--- src/rtl/pattern_seq.sv ---
// pattern_seq: programmable segment-table waveform sequencer (IDLE/RUN), one frame or looped.
// Define PATTERN_SEQ_REPEAT_EN to add rep_cnt/frame_idx for rep_cnt+1 back-to-back frames.
module pattern_seq #(
    parameter int unsigned TICK_COUNT = 27000,
    parameter int unsigned NUM_SEG    = 16,
    parameter int unsigned DUR_W      = 8,
    parameter bit          IDLE_LEVEL = 1'b0
) (
    input  logic                         clk,
    input  logic                         rst,
    input  logic                         wr_en,
    input  logic [$clog2(NUM_SEG)-1:0]   wr_addr,
    input  logic                         wr_level,
    input  logic [DUR_W-1:0]             wr_dur,
    input  logic [$clog2(NUM_SEG):0]     seg_count,
    input  logic                         loop,
    input  logic                         start,
    input  logic                         stop,
    output logic                         sig,
    output logic                         busy,
    output logic                         done,
    output logic [$clog2(NUM_SEG)-1:0]   seg_idx
`ifdef PATTERN_SEQ_REPEAT_EN
    ,
    input  logic [7:0]                   rep_cnt,
    output logic [7:0]                   frame_idx
`endif
);

    localparam int unsigned AW = $clog2(NUM_SEG);
    localparam int unsigned CW = AW + 1;
    localparam int unsigned PW = $clog2(TICK_COUNT);
    localparam logic [PW-1:0] PRE_MAX  = PW'(TICK_COUNT - 1);
    localparam logic [AW-1:0] IDX_MAX  = AW'(NUM_SEG - 1);

    typedef struct packed {
        logic             level;
        logic [DUR_W-1:0] dur;
    } seg_t;

    typedef enum logic {IDLE, RUN} state_t;

    seg_t             table_q [NUM_SEG];
    state_t           state_q, state_d;
    logic [PW-1:0]    pre_q, pre_d;
    logic [DUR_W-1:0] tick_q, tick_d;
    logic [DUR_W-1:0] cur_dur_q, cur_dur_d;
    logic             sig_d, busy_d, done_d;
    logic [AW-1:0]    idx_d;
    logic             load;
    logic [AW-1:0]    load_idx;
    logic             cnt_ok, last_seg, seg_end;
    logic [DUR_W-1:0] last_tick;
`ifdef PATTERN_SEQ_REPEAT_EN
    logic [7:0]       rep_left_q, rep_left_d;
    logic [7:0]       frame_idx_d;
`endif

    // Segment table; no reset, written in any state.
    always_ff @(posedge clk) begin
        if (wr_en) begin
            table_q[wr_addr] <= seg_t'{level: wr_level, dur: wr_dur};
        end
    end

    assign cnt_ok    = (seg_count != CW'(0)) && (seg_count <= CW'(NUM_SEG));
    assign last_tick = (cur_dur_q == DUR_W'(0)) ? DUR_W'(0) : cur_dur_q - DUR_W'(1);
    assign seg_end   = (pre_q == PRE_MAX) && (tick_q == last_tick);
    // seg_count is live: a shrink below the current index ends the frame at this segment.
    assign last_seg  = ((CW'(seg_idx) + CW'(1)) >= seg_count) || (seg_idx == IDX_MAX);

    always_comb begin
        state_d   = state_q;
        pre_d     = pre_q;
        tick_d    = tick_q;
        cur_dur_d = cur_dur_q;
        sig_d     = sig;
        busy_d    = busy;
        done_d    = 1'b0;
        idx_d     = seg_idx;
        load      = 1'b0;
        load_idx  = '0;
`ifdef PATTERN_SEQ_REPEAT_EN
        rep_left_d  = rep_left_q;
        frame_idx_d = frame_idx;
`endif
        case (state_q)
            IDLE: begin
                sig_d  = IDLE_LEVEL;
                busy_d = 1'b0;
                pre_d  = '0;
                tick_d = '0;
                if (start && !stop && cnt_ok) begin
                    state_d  = RUN;
                    busy_d   = 1'b1;
                    load     = 1'b1;
                    load_idx = '0;
`ifdef PATTERN_SEQ_REPEAT_EN
                    rep_left_d  = rep_cnt;
                    frame_idx_d = 8'd0;
`endif
                end
            end
            RUN: begin
                if (stop) begin
                    state_d = IDLE;
                    sig_d   = IDLE_LEVEL;
                    busy_d  = 1'b0;
                    pre_d   = '0;
                    tick_d  = '0;
                end else if (seg_end) begin
                    pre_d  = '0;
                    tick_d = '0;
                    if (!last_seg) begin
                        load     = 1'b1;
                        load_idx = seg_idx + AW'(1);
                    end else if (loop) begin
                        load     = 1'b1;
                        load_idx = '0;
`ifdef PATTERN_SEQ_REPEAT_EN
                        frame_idx_d = frame_idx + 8'd1;
`endif
                    end
`ifdef PATTERN_SEQ_REPEAT_EN
                    else if (rep_left_q != 8'd0) begin
                        load        = 1'b1;
                        load_idx    = '0;
                        rep_left_d  = rep_left_q - 8'd1;
                        frame_idx_d = frame_idx + 8'd1;
                    end
`endif
                    else begin
                        state_d = IDLE;
                        sig_d   = IDLE_LEVEL;
                        busy_d  = 1'b0;
                        done_d  = 1'b1;
                    end
                end else if (pre_q == PRE_MAX) begin
                    pre_d  = '0;
                    tick_d = tick_q + DUR_W'(1);
                end else begin
                    pre_d = pre_q + PW'(1);
                end
            end
            default: state_d = IDLE;
        endcase
        // Table is only read on segment entry, so mid-segment writes affect the next play.
        if (load) begin
            idx_d     = load_idx;
            sig_d     = table_q[load_idx].level;
            cur_dur_d = table_q[load_idx].dur;
        end
    end

    always_ff @(posedge clk) begin
        if (rst) begin
            state_q   <= IDLE;
            pre_q     <= '0;
            tick_q    <= '0;
            cur_dur_q <= '0;
            sig       <= IDLE_LEVEL;
            busy      <= 1'b0;
            done      <= 1'b0;
            seg_idx   <= '0;
`ifdef PATTERN_SEQ_REPEAT_EN
            rep_left_q <= 8'd0;
            frame_idx  <= 8'd0;
`endif
        end else begin
            state_q   <= state_d;
            pre_q     <= pre_d;
            tick_q    <= tick_d;
            cur_dur_q <= cur_dur_d;
            sig       <= sig_d;
            busy      <= busy_d;
            done      <= done_d;
            seg_idx   <= idx_d;
`ifdef PATTERN_SEQ_REPEAT_EN
            rep_left_q <= rep_left_d;
            frame_idx  <= frame_idx_d;
`endif
        end
    end

endmodule

--- config.mk ---
export PLATFORM = sky130hd
export DESIGN_NAME = pattern_seq
export DESIGN_NICKNAME = d
export VERILOG_FILES = /design/src/rtl/pattern_seq.sv
export SDC_FILE = /design/constraint.sdc
export NUM_CORES = 1
export LEC_CHECK = 0
export BUFFER_PORTS_ARGS = -buffer_cell sky130_fd_sc_hd__buf_2
export CAP_MARGIN = 40
export CORE_MARGIN = 1.5
export CORE_UTILIZATION = 66
export CTS_CLUSTER_DIAMETER = 50
export DETAILED_ROUTE_END_ITERATION = 10
export GPL_TIMING_DRIVEN = 1
export PLACE_DENSITY_LB_ADDON = 0.12
export SLEW_MARGIN = 20
export SYNTH_ARGS = -nofsm -noshare
export SYNTH_HDL_FRONTEND = slang
export SYNTH_SLANG_ARGS = --single-unit
--- constraint.sdc ---
create_clock -name clk -period 11.85 [get_ports clk]
set_input_delay 2.37 -clock clk [delete_from_list [all_inputs] [get_ports clk]]
set_output_delay 2.37 -clock clk [all_outputs]
set_load 0.01 [all_outputs]
==> run_results.csv, run 1 <==
group,metric,value,unit
status,run_status,"completed",
yosys,seq_area_frac_synth,63.5,%
routing,vias,5400,
clocking,cts_setup_buffers,0,
clocking,h-tree-depth,4,
placed_design,dp.cells,792,
pwr,power.density,140,nW/um^2
timing,period_minus_slack,5350,ps
setup_path,crit_path_max_incr_delay,660,ps
setup_path,path_class,"input pin to flop",
worst_hold_path,hold_path.class,"flop to flop",
timing,worst_slew_pin_slew,865,ps
die,rows,40,
yosys,syn_inst,628,
yosys,yosysTopAreaCellShare,53.8,%
setup_path,r2r-start,"seg_idx[0]",
grt,grt_usage,29.9,%
setup_path,cpMaxStageDelayCell,"nor3_4",
setup_path,startpoint,"seg_count[0]",
yosys,async_flop_share,0,%
run,drv_cap,0,
setup_path,cp_num_buf_inv,1,
routing,drc_errors,0,
timing,fmax,0.187,GHz
worst_hold_path,hold_path.startpoint,"busy",
setup_path,path_cells,"buf_2, ha_1, nand2b_1, a211o_1, a211oi_1, and2_1, nand2_2, nor3_4, o311ai_1, a211o_1",
yosys,ys.flop_type,"edfxtp_1",
yosys,netlist_area,8040,sq um
die,dieArea,12900,sq um
routing,top_layer_used,"met4",
clocking,clk_pin_slew_worst_paths,70,ps
routing,routed_wl,18100,um
timing,grt_setup_unrepaired,"no",
placed_design,dpl_cell_area,8410,sq um
placed_design,dp_hpwl,12100,um
yosys,yosys_register_bits,183,
yosys,synthTopCellsByArea,"edfxtp_1 54%, dfxtp_1 9.7%, mux2i_1 3.7%",
pwr,total_power,1260,uW
layout,final_area,8960,sq um
clocking,worstSkewPairLatency,430,ps
placed_design,numPortBuffers,30,
die,core,12000,sq um
die,die_w,113,um
routing,via_per_inst,6.52,
yosys,syn-num-nets,661,
setup_path,crit_fanout,22,
layout,drive_gt1_share,15.6,%
layout,mostFrequentLayoutCell,"edfxtp_1",
setup_path,worstPathArrival,5680,ps
yosys,avgSynthCellArea,12.8,sq um
clocking,numClockSinks,183,
grt,grt_pass1_vias,5190,
die,pin_count,31,
timing,slew_violations,0,
clocking,numCtsBuffers,17,
layout,nets,701,
clocking,cts_tree,"done",
grt,grt_max_degree,51,
routing,drtIter0Drc,569,
pwr,p_leak,0.00299,uW
yosys,synth_top_area_cell,"edfxtp_1",
clocking,cts_hold_buffers,0,
yosys,synth_warnings,0,
grt,grt_overflow,0,
timing,fin_skew,7.86,ps
yosys,synth_enable_flop_cells,144,
pwr,ir_worst_vdd,0.000140,V
setup_path,cp-end-kind,"flop",
layout,final_cells,828,
timing,timing.final.crit_share,45.2,%
die,start_util,67.2,%
die,die_height,113,um
layout,antenna_cells,0,
placed_design,gp_congestion,0.889,
routing,wl_met2,8840,um
clocking,post_cts_resize_count,0,
clocking,cts-root-buf,"clkbuf_16",
routing,drt-pass1-iter-count,5,
grt,antenna_found_initial,0,
routing,route.met3.wl,1180,um
layout,final_cell_mix,"144 x edfxtp_1, 56 x nor2_1, 38 x dfxtp_1, 33 x nand2_1",
timing,setup_tns,0,ps
setup_path,startpoint_type,"input pin",
routing,drt-wirelength-per-cell,21.9,um
setup_path,path_delay_family,"simple AND/OR/NAND/NOR gates",
routing,drtAntennaViolNets,0,
timing,slew_headroom,42.1,%
timing,finalHoldViolCount,0,
grt,grt_pass1_wl,28100,um
layout,area_growth,11.4,%
setup_path,crit_required,12170,ps
yosys,yosysUniqueCellTypes,62,
routing,met1_length,7690,um
setup_path,path_common_cell,"a211o_1",
clocking,clock_path_buffers,2,
timing,setup_violations,0,
==> metal layers <==
metal | vias up | track usage, %
met5 | - | 0
met4 | 0 | 9.67
met3 | 38 | 7.55
met2 | 238 | 47.5
met1 | 2635 | 41.2
li1 | 2489 | -
==> through the flow <==
| step | util, % | hold slack [ps] | worst slack (ps) |
|---|---|---|---|
| after floorplan | - | 430 | 6890 |
| after global placement | 69.6 | 446 | 6310 |
| after detailed placement | 70.3 | 453 | 6130 |
| after CTS | 74.6 | 467 | 6560 |
| after global routing | 74.9 | 487 | 6280 |
| final | 74.9 | 461 | 6500 |
==> synthesized netlist by cell type, types with 8 or more instances <==
| cell type | number |
|---|---|
| ha_1 | 9 |
| dfxtp_1 | 39 |
| and2_1 | 9 |
| nand4_1 | 10 |
| mux2i_1 | 30 |
| a211oi_1 | 11 |
| xor2_1 | 17 |
| nand2_1 | 33 |
| clkbuf_1 | 21 |
| o21ai_0 | 14 |
| edfxtp_1 | 144 |
| inv_1 | 15 |
| o22ai_1 | 8 |
| mux2_2 | 9 |
| nor2_1 | 56 |
| a21oi_1 | 29 |
| nand3_1 | 24 |
| nor3_1 | 16 |
| nor2b_1 | 15 |
| a211o_1 | 9 |
==> cell type report <==
cell class / count / area, sq um
Tap cell: 147 / 184
Timing Repair Buffer: 49 / 313
Clock inverter: 10 / 72.6
Clock buffer: 22 / 444
Inverter: 16 / 60.1
Sequential cell: 183 / 5110
Fill cell: 765 / 3000
Multi-Input combinational cell: 401 / 2780
==> where the power goes <==
group	leakage, uW	total (uW)	switching, uW	internal (uW)
Combinational	0.00113	49.2	33.4	15.8
Clock	0.000240	499	230	269
Sequential	0.00162	707	4.13	703
Total	0.00299	1260	268	988
==> cells by family after synthesis <==
logic type,after synthesis,synth area share [%]
simple gates,205,13.5
xor+xnor,23,2.50
fa+ha+maj,9,1.40
buf+inv,44,2.13
compound gates,123,11.5
flops,183,63.5
mux,41,5.55
==> path summary, 6_finish.rpt <==
kind,slack [ps],to,cells after the start
worst max-delay path,6500,cur_dur_q[2],10
worst min-delay path,460,busy,1
worst max register to register,6800,cur_dur_q[2],12
worst min register to register,460,busy,1
==> state kept, by name (all words and copies together), names as in the netlist <==
name	flops
seg_idx	4
table_q	144
sig	1
busy	1
pre_q	15
state_q	1
cur_dur_q	8
done	1
tick_q	8
Power figures use the tool's default switching activity.
==> run 2, diff against run 1 <==
--- a/config.mk
+++ b/config.mk
@@ -8,7 +8,7 @@
 export BUFFER_PORTS_ARGS = -buffer_cell sky130_fd_sc_hd__buf_2
 export CAP_MARGIN = 40
 export CORE_MARGIN = 1.5
-export CORE_UTILIZATION = 66
+export CORE_UTILIZATION = 61
 export CTS_CLUSTER_DIAMETER = 50
 export DETAILED_ROUTE_END_ITERATION = 10
 export GPL_TIMING_DRIVEN = 1
==> constraint.sdc (replaced) <==
create_clock -name clk -period 5.05 [get_ports clk]
set_input_delay 1.01 -clock clk [delete_from_list [all_inputs] [get_ports clk]]
set_output_delay 1.01 -clock clk [all_outputs]
set_load 0.01 [all_outputs]
==> run 2 against run 1 <==
Compared with the run above:
- sequential cell count is the same
- first-iteration DRC count grew 18%
- wire length grew 5.1%
- critical path depth grew 2
- sequential power grew 130%
- critical path type is now flop to flop
==> run_results.csv, run 2 (synthesized netlist as in run 1, its figures left out) <==
group,metric,value,unit
status,run_status,"completed",
grt,antenna_found_initial,0,
layout,final_cells,856,
timing,whs,465,ps
grt,grt_pass1_wl,29800,um
layout,largest_reg_flops,144,
routing,drtIter0Drc,673,
pwr,p_leak,0.00305,uW
pwr,p_comb_share,3.8,%
clocking,cts-root-buf,"clkbuf_16",
die,pin_count,31,
die,start_util,63.2,%
setup_path,crit_path_end,"cur_dur_q[2]",
pwr,power.density,343,nW/um^2
grt,grt_pass1_vias,5295,
die,rows,41,
placed_design,numPortBuffers,30,
grt,grtUsageMet2,45.2,%
setup_path,r2r_cells,12,
timing,fmax,0.232,GHz
clocking,worstSkewPairLatency,440,ps
pwr,switchingPower,701,uW
worst_hold_path,hold_path.class,"flop to flop",
timing,setup_violations,0,
layout,mostFrequentLayoutCell,"edfxtp_1",
clocking,numCtsBuffers,17,
clocking,post_cts_resize_count,0,
die,die_w,118,um
layout,fillers,896,
setup_path,r2r-start,"seg_idx[2]",
grt,grtUsageMet1,40.4,%
placed_design,gp_congestion,0.946,
layout,drive_gt1_share,16.7,%
setup_path,startpoint,"seg_idx[2]",
grt,grt_util_met3,6.10,%
setup_path,path_class,"flop to flop",
pwr,clock_power_share,43.0,%
routing,drc_errors,0,
routing,vias,5470,
layout,reg_top3,"table_q x144, pre_q x15",
clocking,h-tree-depth,4,
die,core,12700,sq um
routing,drtAntennaViolNets,0,
pwr,seqPwrFrac,53.2,%
timing,period_minus_slack,4310,ps
routing,routed_wl,19000,um
timing,worst_slew_pin_slew,817,ps
run,drv_cap,0,
timing,slew_violations,0,
timing,grt_setup_unrepaired,"no",
layout,nets,704,
timing,fin_skew,8.02,ps
clocking,cts_setup_buffers,0,
timing,timing.final.crit_share,85.3,%
placed_design,dp.cells,821,
clocking,clk_pin_slew_worst_paths,70,ps
routing,drt-wirelength-per-cell,22.2,um
layout,antenna_cells,0,
grt,busiest_layer,"met2",
routing,drt-pass1-iter-count,5,
clocking,clock_path_buffers,2,
timing,slew_headroom,45.5,%
pwr,swShare,22.5,%
grt,grt_overflow,0,
layout,largest_register,"table_q",
setup_path,crit_fanout,22,
setup_path,cp-end-kind,"flop",
grt,grt_usage,28.8,%
die,die_height,118,um
setup_path,startpoint_type,"flop",
die,dieArea,13900,sq um
layout,final_cell_mix,"144 x edfxtp_1, 56 x nor2_1, 38 x dfxtp_1, 33 x nand2_1",
clocking,cts_tree,"done",
timing,finalHoldViolCount,0,
pwr,p_int,2420,uW
grt,grt_max_degree,60,
layout,area_growth,12.9,%
setup_path,worst_r2r_endpoint,"cur_dur_q[2]",
setup_path,worstPathArrival,4630,ps
timing,setup_tns,0,ps
pwr,ir_worst_vdd,0.000354,V
setup_path,crit_required,5370,ps
placed_design,dp_hpwl,13000,um
routing,via_per_inst,6.39,
setup_path,regToRegSetupSlack,740,ps
clocking,numClockSinks,183,
clocking,cts_hold_buffers,0,
-- run 2: through the flow --
step	util [%]	setup WS (ps)	instance area (sq um)	total power [uW]
after global routing	71.4	365	9080	3190
final	71.4	742	9080	3120
after floorplan	-	1130	8040	1750
after global placement	65.9	815	8390	1800
after detailed placement	66.4	655	8450	1810
after CTS	71.2	775	9060	3120
-- run 2: worst min path at each step --
stage | cells after the start | start | slack (ps) | end
6_report | 1 | pre_q[0] | 460 | pre_q[0]
3_3_place_gp | 1 | pre_q[0] | 440 | pre_q[0]
2_1_floorplan | 1 | pre_q[0] | 430 | pre_q[0]
3_5_place_dp | 1 | pre_q[0] | 460 | pre_q[0]
4_1_cts | 1 | pre_q[0] | 470 | pre_q[0]
5_1_grt | 1 | pre_q[0] | 480 | pre_q[0]
-- run 2: final cells by class --
| cell class | instances | area [sq um] | area share (%) |
|---|---|---|---|
| sequential | 183 | 5110 | 56.2 |
| multi-input combinational | 401 | 2770 | 30.6 |
| clock buffer | 19 | 453 | 4.99 |
| timing repair buffer | 52 | 315 | 3.47 |
| tap | 172 | 215 | 2.37 |
| clock inverter | 13 | 155 | 1.71 |
| inverter | 16 | 60.1 | 0.662 |
-- run 2: layer usage --
layer / up-vias / part of all wire [%]
met2: 278 / 49
met4: 0 / 1.9
met5: - / 0
li1: 2495 / -
met1: 2656 / 41
met3: 41 / 7.4
-- run 2: power groups by stage --
stage	Clock, uW	Sequential, uW	Combinational (uW)
5_1_grt	1400	1660	128
2_1_floorplan	0	1690	63.1
3_5_place_dp	0	1690	115
3_3_place_gp	0	1690	110
6_report	1340	1660	117
4_1_cts	1350	1660	116
-- run 2: critical path, stage by stage (launching register included) --
cell	delay [ps]
dfxtp_1	440
nand3_1	120
xor2_1	150
buf_4	180
inv_1	360
ha_1	330
o211a_1	130
a211oi_1	460
and2_1	490
nand2_2	360
nor3_4	620
o311ai_1	230
a211o_1	320
==> run 3, diff against run 2 <==
--- a/config.mk
+++ b/config.mk
@@ -7,7 +7,7 @@
 export LEC_CHECK = 0
 export BUFFER_PORTS_ARGS = -buffer_cell sky130_fd_sc_hd__buf_2
 export CAP_MARGIN = 40
-export CORE_MARGIN = 1.5
+export CORE_MARGIN = 2
 export CORE_UTILIZATION = 61
 export CTS_CLUSTER_DIAMETER = 50
 export DETAILED_ROUTE_END_ITERATION = 10
==> constraint.sdc (replaced) <==
create_clock -name clk -period 4.95 [get_ports clk]
set_input_delay 0.99 -clock clk [delete_from_list [all_inputs] [get_ports clk]]
set_output_delay 0.99 -clock clk [all_outputs]
set_load 0.01 [all_outputs]
==> run 3 against run 2 <==
Compared with the run above:
- total power increased by 1.3%
- clock power about the same
- hold slack improved by 16 ps
- core utilization about the same
- sequential power about the same
- register-to-register slack got worse by 90 ps
- critical endpoint is now cur_dur_q[0]
- largest power group unchanged
==> run_results.csv, run 3 (synthesized netlist as in run 1, its figures left out) <==
group,metric,value,unit
clocking,numCtsBuffers,17,
placed_design,gp_congestion,0.866,
die,core,12700,sq um
pwr,total_power,3160,uW
clocking,worstSkewPairLatency,430,ps
routing,vias,5409,
layout,area_growth,12.9,%
die,dieArea,14100,sq um
layout,final_cell_mix,"144 x edfxtp_1, 56 x nor2_1, 38 x dfxtp_1, 33 x nand2_1",
die,start_util,63.2,%
timing,slew_violations,0,
setup_path,crit_fanout,22,
layout,drive_gt1_share,16.4,%
setup_path,startpoint_type,"flop",
grt,antenna_found_initial,0,
routing,drt-pass1-iter-count,5,
routing,drtIter0Drc,668,
layout,nets,703,
clocking,cts_setup_buffers,0,
setup_path,worstPathArrival,4610,ps
timing,timing.final.crit_share,86.8,%
routing,routed_wl,18500,um
pwr,ir_worst_vdd,0.000361,V
clocking,h-tree-depth,4,
layout,antenna_cells,0,
grt,grt_usage,27.7,%
routing,via_per_inst,6.33,
timing,setup_tns,0,ps
pwr,p_leak,0.00305,uW
placed_design,dp_hpwl,12800,um
timing,grt_setup_unrepaired,"no",
timing,setup_violations,0,
clocking,post_cts_resize_count,0,
layout,largest_reg_flops,144,
die,pin_count,31,
run,drv_cap,0,
placed_design,numPortBuffers,30,
setup_path,cp-end-kind,"flop",
timing,finalHoldViolCount,0,
worst_hold_path,hold_path.class,"flop to flop",
die,die_w,119,um
routing,drt-wirelength-per-cell,21.6,um
clocking,cts_tree,"done",
grt,grt_overflow,0,
routing,drtAntennaViolNets,0,
layout,mostFrequentLayoutCell,"edfxtp_1",
timing,period_minus_slack,4300,ps
grt,grt_max_degree,57,
timing,slew_headroom,48.6,%
clocking,numClockSinks,183,
setup_path,path_class,"flop to flop",
clocking,cts_hold_buffers,0,
clocking,clock_path_buffers,2,
grt,grt_pass1_wl,29200,um
timing,fmax,0.233,GHz
die,die_height,119,um
clocking,clk_pin_slew_worst_paths,70,ps
status,run_status,"completed",
die,rows,41,
timing,worst_slew_pin_slew,768,ps
timing,fin_skew,8.09,ps
layout,fillers,884,
grt,grt_pass1_vias,5215,
layout,largest_register,"table_q",
pwr,power.density,348,nW/um^2
layout,reg_top3,"table_q x144, pre_q x15",
setup_path,crit_required,5270,ps
clocking,cts-root-buf,"clkbuf_16",
routing,drc_errors,0,
-- run 3: changes by cell type in the layout (fill, tap and decap cells not counted), sizes merged --
cell    before  now
buf         52   51
bufinv       1    2
clkbuf      19   17
clkinv       5    6
-- run 3: worst max-delay path, stage by stage (launching register included) --
cell	delay [ps]
dfxtp_2	360
ha_1	250
xnor2_2	150
inv_1	390
ha_1	330
o211a_1	220
a211oi_1	490
and2_1	490
nand2_2	350
nor3_4	630
o311ai_1	200
a211o_1	320
-- run 3: routing by layer --
layer,up-vias,global-route usage [%],share of wire (%)
met1,2636,37.9,42
li1,2498,-,-
met2,255,44.4,49
met4,0,7.74,1.6
met3,20,6.99,8.0
met5,-,0,0
-- run 3: report_power, final --
part | switching (uW) | leakage (uW) | internal [uW] | total, uW
sequential | 10.4 | 0.00162 | 1680 | 1690
clock | 590 | 0.000288 | 757 | 1350
combinational | 79.7 | 0.00114 | 38.1 | 118
total | 680 | 0.00305 | 2480 | 3160
-- run 3: path summary, 6_finish.rpt --
check / start / to / slack, ps / depth (start not counted)
max: seg_idx[0] / cur_dur_q[0] / 650 / 11
min: busy / busy / 480 / 1
max reg2reg: seg_idx[0] / cur_dur_q[0] / 650 / 11
min reg2reg: busy / busy / 480 / 1
-- run 3: layout make-up --
type	instances	area (sq um)	area share [%]
timing repair buffer	51	328	3.61
tap	172	215	2.37
clock inverter	15	169	1.86
sequential	183	5110	56.2
multi-input combinational	401	2780	30.6
clock buffer	17	425	4.68
inverter	16	60.1	0.661
-- run 3: metrics by stage --
step,cells,worst slack [ps],utilization [%],instance area [sq um],hold WS (ps)
after CTS,854,716,71.3,9070,484
final,855,651,71.4,9080,481
after global routing,855,244,71.4,9080,510
after global placement,811,731,65.8,8370,441
after detailed placement,822,631,66.7,8480,469
after floorplan,628,1030,-,8040,430
